--- src/rtl/fu_queue_wrap.sv ---
// Functional-unit queue wrapper: collapsing age-ordered issue queue with
// operand wakeup, single-cycle integer execute and registered writeback.
module fu_queue_wrap #(
  parameter int INST_ID_BITS = 6,
  parameter int PRN_BITS     = 6,
  parameter int MAX_OPERANDS = 3,
  parameter int QUEUE_SIZE   = 4,
  parameter int FU_COUNT     = 4,
  parameter int FU_INDEX     = 0
) (
  input  logic                    clk,
  input  logic                    rst,
  input  logic                    inst_valid,
  output logic                    queue_ready,
  input  logic [INST_ID_BITS-1:0] inst_id,
  input  logic [31:0]             raw_instr,
  input  logic [63:0]             instr_pc,
  input  logic                    prn_input_valid  [MAX_OPERANDS],
  input  logic                    prn_input_ready  [MAX_OPERANDS],
  input  logic [PRN_BITS-1:0]     prn_input        [MAX_OPERANDS],
  input  logic                    prn_output_valid [MAX_OPERANDS],
  input  logic [PRN_BITS-1:0]     prn_output       [MAX_OPERANDS],
  input  logic                    set_prn_ready    [FU_COUNT-1][MAX_OPERANDS],
  input  logic [PRN_BITS-1:0]     set_prn          [FU_COUNT-1][MAX_OPERANDS],
  input  logic [63:0]             prf_op           [MAX_OPERANDS],
  output logic                    prf_read_enable  [MAX_OPERANDS],
  output logic [PRN_BITS-1:0]     prf_read_prn     [MAX_OPERANDS],
  output logic [63:0]             prf_write        [MAX_OPERANDS],
  output logic                    prf_write_enable [MAX_OPERANDS],
  output logic [PRN_BITS-1:0]     prf_write_prn    [MAX_OPERANDS],
  output logic [INST_ID_BITS-1:0] fu_out_inst_id,
  output logic                    fu_out_valid
);

  localparam int CW = $clog2(QUEUE_SIZE + 1);
  localparam int IW = (QUEUE_SIZE > 1) ? $clog2(QUEUE_SIZE) : 1;

  typedef struct packed {
    logic [INST_ID_BITS-1:0]               id;
    logic [31:0]                           instr;
    logic [63:0]                           pc;
    logic [MAX_OPERANDS-1:0]               src_valid;
    logic [MAX_OPERANDS-1:0]               src_ready;
    logic [MAX_OPERANDS-1:0][PRN_BITS-1:0] src_prn;
    logic                                  dst_valid;
    logic [PRN_BITS-1:0]                   dst_prn;
  } entry_t;

  entry_t                  q_r [QUEUE_SIZE];
  logic [QUEUE_SIZE-1:0]   vld_r;

  logic [CW-1:0]           count_s;
  logic [CW-1:0]           enq_pos_s;
  logic [QUEUE_SIZE-1:0]   elig_s;
  logic                    issue_s;
  logic [IW-1:0]           issue_idx_s;
  entry_t                  iss_s;
  entry_t                  new_s;
  entry_t                  ext_s [QUEUE_SIZE+1];
  logic [QUEUE_SIZE:0]     ext_v_s;
  entry_t                  nq_s [QUEUE_SIZE];
  logic [QUEUE_SIZE-1:0]   nv_s;
  logic [2**PRN_BITS-1:0]  wake_s;
  logic [63:0]             opa_s;
  logic [63:0]             opb_s;
  logic [63:0]             result_s;
  logic                    unused_s;

  // Occupancy, per-entry eligibility and oldest-eligible selection
  always_comb begin
    count_s     = '0;
    elig_s      = '0;
    issue_s     = 1'b0;
    issue_idx_s = '0;
    for (int i = 0; i < QUEUE_SIZE; i++) begin
      count_s   = count_s + CW'(vld_r[i]);
      elig_s[i] = vld_r[i] && ((q_r[i].src_valid & ~q_r[i].src_ready) == '0);
    end
    for (int i = 0; i < QUEUE_SIZE; i++) begin
      if (elig_s[i] && !issue_s) begin
        issue_s     = 1'b1;
        issue_idx_s = IW'(i);
      end else begin
        issue_idx_s = issue_idx_s;
      end
    end
    queue_ready = (count_s < CW'(QUEUE_SIZE));
    iss_s       = q_r[issue_idx_s];
  end

  // Register file read strobes for the issuing entry
  always_comb begin
    for (int j = 0; j < MAX_OPERANDS; j++) begin
      prf_read_enable[j] = issue_s & iss_s.src_valid[j];
      if (prf_read_enable[j]) begin
        prf_read_prn[j] = iss_s.src_prn[j];
      end else begin
        prf_read_prn[j] = '0;
      end
    end
  end

  // Integer execute on the issuing entry
  always_comb begin
    opa_s    = iss_s.src_valid[0] ? prf_op[0] : 64'd0;
    opb_s    = iss_s.src_valid[1] ? prf_op[1] : 64'd0;
    result_s = 64'd0;
    case (iss_s.instr[31:28])
      4'd0:    result_s = opa_s + opb_s;
      4'd1:    result_s = opa_s - opb_s;
      4'd2:    result_s = opa_s & opb_s;
      4'd3:    result_s = opa_s | opb_s;
      4'd4:    result_s = opa_s ^ opb_s;
      4'd5:    result_s = opa_s + {52'd0, iss_s.instr[21:10]};
      4'd6:    result_s = opa_s << opb_s[5:0];
      4'd7:    result_s = opa_s >> opb_s[5:0];
      4'd8:    result_s = iss_s.pc + {{43{iss_s.instr[20]}}, iss_s.instr[20:0]};
      default: result_s = 64'd0;
    endcase
    unused_s = ^{iss_s.instr[27:22], iss_s.src_ready, 1'(FU_INDEX)};
    for (int j = 2; j < MAX_OPERANDS; j++) begin
      unused_s = unused_s ^ (^prf_op[j]);
    end
    for (int j = 1; j < MAX_OPERANDS; j++) begin
      unused_s = unused_s ^ prn_output_valid[j] ^ (^prn_output[j]);
    end
  end

  // Wakeup vector, collapse-on-issue and enqueue placement
  always_comb begin
    wake_s = '0;
    for (int k = 0; k < FU_COUNT - 1; k++) begin
      for (int j = 0; j < MAX_OPERANDS; j++) begin
        wake_s[set_prn[k][j]] = wake_s[set_prn[k][j]] | set_prn_ready[k][j];
      end
    end
    for (int j = 0; j < MAX_OPERANDS; j++) begin
      wake_s[prf_write_prn[j]] = wake_s[prf_write_prn[j]] | prf_write_enable[j];
    end

    new_s           = '0;
    new_s.id        = inst_id;
    new_s.instr     = raw_instr;
    new_s.pc        = instr_pc;
    new_s.dst_valid = prn_output_valid[0];
    new_s.dst_prn   = prn_output[0];
    for (int j = 0; j < MAX_OPERANDS; j++) begin
      new_s.src_valid[j] = prn_input_valid[j];
      new_s.src_ready[j] = prn_input_ready[j];
      new_s.src_prn[j]   = prn_input[j];
    end

    for (int i = 0; i < QUEUE_SIZE; i++) begin
      ext_s[i]   = q_r[i];
      ext_v_s[i] = vld_r[i];
    end
    ext_s[QUEUE_SIZE]   = '0;
    ext_v_s[QUEUE_SIZE] = 1'b0;

    // the new entry lands behind the youngest survivor of this cycle's issue
    enq_pos_s = count_s - CW'(issue_s);
    for (int i = 0; i < QUEUE_SIZE; i++) begin
      if (issue_s && (IW'(i) >= issue_idx_s)) begin
        nq_s[i] = ext_s[i+1];
        nv_s[i] = ext_v_s[i+1];
      end else begin
        nq_s[i] = ext_s[i];
        nv_s[i] = ext_v_s[i];
      end
      if (inst_valid && queue_ready && (enq_pos_s == CW'(i))) begin
        nq_s[i] = new_s;
        nv_s[i] = 1'b1;
      end else begin
        nv_s[i] = nv_s[i];
      end
      for (int j = 0; j < MAX_OPERANDS; j++) begin
        nq_s[i].src_ready[j] = nq_s[i].src_ready[j] |
                               (nq_s[i].src_valid[j] & wake_s[nq_s[i].src_prn[j]]);
      end
    end
  end

  // Queue state and registered writeback/completion
  always_ff @(posedge clk or posedge rst) begin
    if (rst) begin
      vld_r          <= '0;
      fu_out_valid   <= 1'b0;
      fu_out_inst_id <= '0;
      for (int i = 0; i < QUEUE_SIZE; i++) begin
        q_r[i] <= '0;
      end
      for (int j = 0; j < MAX_OPERANDS; j++) begin
        prf_write[j]        <= 64'd0;
        prf_write_enable[j] <= 1'b0;
        prf_write_prn[j]    <= '0;
      end
    end else begin
      vld_r <= nv_s;
      for (int i = 0; i < QUEUE_SIZE; i++) begin
        q_r[i] <= nq_s[i];
      end
      for (int j = 1; j < MAX_OPERANDS; j++) begin
        prf_write[j]        <= 64'd0;
        prf_write_enable[j] <= 1'b0;
        prf_write_prn[j]    <= '0;
      end
      if (issue_s) begin
        prf_write[0]        <= result_s;
        prf_write_enable[0] <= iss_s.dst_valid;
        prf_write_prn[0]    <= iss_s.dst_prn;
        fu_out_valid        <= 1'b1;
        fu_out_inst_id      <= iss_s.id;
      end else begin
        prf_write[0]        <= 64'd0;
        prf_write_enable[0] <= 1'b0;
        prf_write_prn[0]    <= '0;
        fu_out_valid        <= 1'b0;
        fu_out_inst_id      <= '0;
      end
    end
  end

endmodule

--- config.mk ---
export PLATFORM = sky130hd
export DESIGN_NAME = fu_queue_wrap
export DESIGN_NICKNAME = d
export VERILOG_FILES = /design/src/rtl/fu_queue_wrap.sv
export SDC_FILE = /design/constraint.sdc
export NUM_CORES = 2
export LEC_CHECK = 0
export BUFFER_PORTS_ARGS = -buffer_cell sky130_fd_sc_hd__buf_2
export CAP_MARGIN = 0
export CORE_UTILIZATION = 41
export CTS_CLUSTER_SIZE = 28
export DETAILED_ROUTE_END_ITERATION = 10
export PLACE_DENSITY_LB_ADDON = 0.1
export REMOVE_ABC_BUFFERS = 1
export SYNTH_ARGS = -nofsm -noshare
export SYNTH_HDL_FRONTEND = slang
export SYNTH_SLANG_ARGS = --single-unit
--- constraint.sdc ---
create_clock -name clk -period 24.6 [get_ports clk]
set_input_delay 4.92 -clock clk [delete_from_list [all_inputs] [get_ports clk]]
set_output_delay 4.92 -clock clk [all_outputs]
set_load 0.01 [all_outputs]
==> summary.txt <==
Cells and area
  – Final instance area: 83,800 sq um
  – Layout cells sized above 1: 10.9%
  – Filler cell count: 19,200
  – Nets: 11,800
  – Area growth syn-to-layout: 9.79%

Yosys
  – Library cells used by synthesis: 115
  – Ys flop type: dfrtp_1
  – Register area share after synthesis: 19.3%
  – Ys async rst share: 100%
  – Yosys Warn Count: 0
  – Mapped Cells: 11,200
  – Post-Syn Area: 76,300 sq um
  – Synthesized area per cell: 6.80 sq um
  – Number of enable flip-flop cells after synthesis: 0
  – Flops & latches, synth: 590

Place
  – Hpwl dp: 308 mm
  – Placed inst area: 81,100 sq um
  – PortBufs: 420
  – Placer Congestion: 1.10

Timing
  – Tmin final: 21.86 ns
  – F_max: 0.0457 GHz
  – Fin. max-slew vios: 0
  – Max transition margin: 0.558%
  – Clock Skew: 0.0587 ns
  – Worst-Margin Slew: 1.45 ns
  – Final period util: 88.9%
  – Final Setup Violations: 0
  – Count of final hold-check violations: 0
  – RSZ-0062 raised after global routing: no

Floorplanning
  – Total die area: 188,000 sq um
  – Core ar.: 184,000 sq um
  – Core Rows: 157
  – Die Wd: 433 microns
  – Initial Util: 41.5%
  – Die Ht: 433 microns
  – IO Pins: 647

GRT
  – Largest net degree at the start of global routing: 178
  – Congestion Overflow GR: 0
  – Vias in the first global route: 85,900
  – All-Layer GR Usage: 42.3%
  – Initial antenna violation count: 74
  – First-pass GRT wire length: 595 mm

Critical path
  – WP data arrival: 22.44 ns
  – Slowest CP cell: a2111oi_0
  – Max Fanout on Critical Path: 58
  – Crit. End Element: register
  – Req. time, crit path: 25.18 ns
  – Cell mode on critical path: buf_4
  – Critical path type: in -> reg
  – Worst setup SP type: primary input
  – CP peak stage delay: 1.21 ns

Power and ir drop
  – Combinational fraction of design power: 82.6%
  – Reg power frac: 9.9%
  – VDD IR max: 0.000199 V
  – Sw Ratio: 61.2%
  – Int Pwr: 6.09 mW
  – Power Total: 15.7 mW
  – PwrDens: 187 nW/um^2
  – Clock network fraction of total power: 7.5%
  – Sw Pwr: 9.61 mW
  – Leakage Power: 36.1 nW

Clocking
  – CTS tree: built
  – Reg clk slew, reported paths: 0.06 ns
  – CTS Buf Count: 73
  – Hold_buf cts: 0
  – H-tree levels: 3
  – Clk_lat worst skew: 0.72 ns
  – Clock buffer depth: 3
  – Root Buffer: clkbuf_16
  – Post-cts sizing count: 0
  – Total clock sinks: 590
  – Setup Buffers After CTS: 0

Run status
  – Failing checks: capacitance limit
  – Status: finished with violations

Route
  – Initial DRC count: 13,200
  – Routed wire length: 416 mm
  – Drt first pass iters: 11
  – Post-DR vias/cell: 6.80
  – DRC: 0
  – Via count: 93,100
  – Wire per inst: 30.4 microns
  – Antenna-violating nets left: 0

Job
  – Max Cap Viol: 1

Worst hold path
  – Worst Hold Class: reg -> reg
==> power by group through the flow <==
| stage | registers [mW] | clock network (mW) | logic, mW |
|---|---|---|---|
| floorplan | 1.54 | 0 | 8.84 |
| global placement | 1.55 | 0 | 12.4 |
| detailed placement | 1.56 | 0 | 12.6 |
| CTS | 1.55 | 1.20 | 12.6 |
| global route | 1.59 | 1.23 | 13.8 |
| finish | 1.55 | 1.17 | 13.0 |
==> cells in the final DEF, fill, tap and decap left out, types with 42 or more instances in the layout <==
master | Yosys | layout
a211oi_1 | 258 | 257
a21o_1 | 47 | 46
a21oi_1 | 864 | 855
a221oi_1 | 93 | 93
a222oi_1 | 42 | 42
a22oi_1 | 97 | 97
a31oi_1 | 250 | 235
and2_1 | 158 | 157
and3_1 | 43 | 43
buf_2 | 78 | 420
buf_4 | 158 | 341
clkbuf_16 | 0 | 74
conb_1 | 1 | 142
dfrtp_1 | 590 | 590
diode_2 | 0 | 56
ha_1 | 260 | 260
inv_1 | 256 | 253
mux2i_1 | 618 | 611
nand2_1 | 1896 | 1888
nand2b_1 | 75 | 74
nand3_1 | 339 | 338
nand4_1 | 53 | 53
nor2_1 | 1183 | 1163
nor2b_1 | 49 | 45
nor3_1 | 248 | 243
o2111ai_1 | 47 | 46
o211ai_1 | 151 | 151
o21a_1 | 53 | 53
o21ai_0 | 965 | 965
o221ai_1 | 64 | 64
o22ai_1 | 233 | 232
o311ai_0 | 49 | 47
o31ai_1 | 84 | 80
or3_1 | 68 | 68
xnor2_1 | 82 | 82
==> final cells by class <==
class                      instances  area [sq um]  area share (%)
clock buffer                     106          2140            2.56
timing repair buffer             799          5420            6.47
sequential                       590         14800            17.6
antenna                           56           140           0.167
inverter                         273          1030            1.23
tap                             2464          3080            3.68
multi-input combinational       9378         56800            67.7
clock inverter                    26           444           0.530
==> metrics by stage <==
| step | utilization (%) | setup slack (ns) | TNS (ns) | instances | hold slack (ns) |
|---|---|---|---|---|---|
| 5_1_grt | 45.5 | 2.73 | 0 | 13700 | 0.539 |
| 6_report | 45.5 | 2.74 | 0 | 13700 | 0.521 |
| 3_5_place_dp | 44.0 | 3.39 | 0 | 13500 | 0.504 |
| 3_3_place_gp | 44.0 | 3.38 | 0 | 13500 | 0.502 |
| 4_1_cts | 45.4 | 4.13 | 0 | 13600 | 0.520 |
| 2_1_floorplan | - | -18.02 | -6550.60 | 10200 | 0.481 |
==> state kept, by name (all words and copies together), names as in the netlist <==
signal            count
prf_write            64
ext_s               508
vld_r                 4
fu_out_valid          1
prf_write_enable      1
prf_write_prn         6
fu_out_inst_id        6
==> synthesized netlist by cell type (all sizes together) (63+ instances only) <==
library cell | instances | area [sq um]
a211oi | 260 | 1970
ha | 260 | 3250
or3 | 68 | 425
o31ai | 91 | 718
clkbuf | 753 | 2830
o21ai | 1010 | 5060
a22oi | 99 | 753
o311ai | 63 | 552
nor3 | 252 | 1280
nand2 | 1896 | 7120
nand2b | 75 | 469
dfrtp | 590 | 14800
buf | 371 | 2150
o221ai | 64 | 561
o211ai | 151 | 1130
a221oi | 97 | 875
xnor2 | 82 | 718
a21oi | 864 | 4320
nor2 | 1187 | 4480
mux2i | 618 | 6190
a31oi | 253 | 1600
o22ai | 234 | 1470
and2 | 163 | 1020
inv | 259 | 972
nand3 | 340 | 1710
==> cell families after synthesis <==
family                     after synthesis  synth area share [%]
AOI/OAI and AO/OA                     3815                  32.2
xor gates and xnor gates               108                  1.24
adders and majority gates              263                  4.34
buffers and inverters                 1397                  7.87
DFF                                    590                  19.3
muxes                                  692                  9.76
other                                    1               0.00491
and+or+nand+nor                       4358                  25.2
==> worst paths after layout <==
path                             start             end  slack [ns]  depth (start not counted)
setup / recovery           set_prn[44]      ext_s[292]        2.74                         47
setup reg to reg            ext_s[557]  prf_write[190]        8.64                         55
hold reg to reg             ext_s[177]      ext_s[177]        0.52                          2
hold / removal              ext_s[177]      ext_s[177]        0.52                          2
max in group asynchronous          rst      ext_s[170]       17.86                          4
min in group asynchronous          rst      ext_s[599]        4.36                          2
==> worst max-delay path: cells and delay by family <==
| family | cells | cell delay (ns) |
|---|---|---|
| buffers and inverters | 7 | 2.33 |
| muxes | 2 | 0.62 |
| AOI/OAI and AO/OA | 23 | 8.17 |
| and+or+nand+nor | 15 | 6.26 |
==> routing by layer <==
| layer | global-route usage (%) | routed length (microns) | vias to the layer above |
|---|---|---|---|
| met3 | 10.5 | 46500 | 1288 |
| met1 | 54.9 | 165000 | 44900 |
| li1 | - | - | 40700 |
| met4 | 21.1 | 23700 | 24 |
| met5 | 0.234 | 209 | - |
| met2 | 64.8 | 181000 | 6164 |
Note: power is estimated with default switching activity, not from simulation.
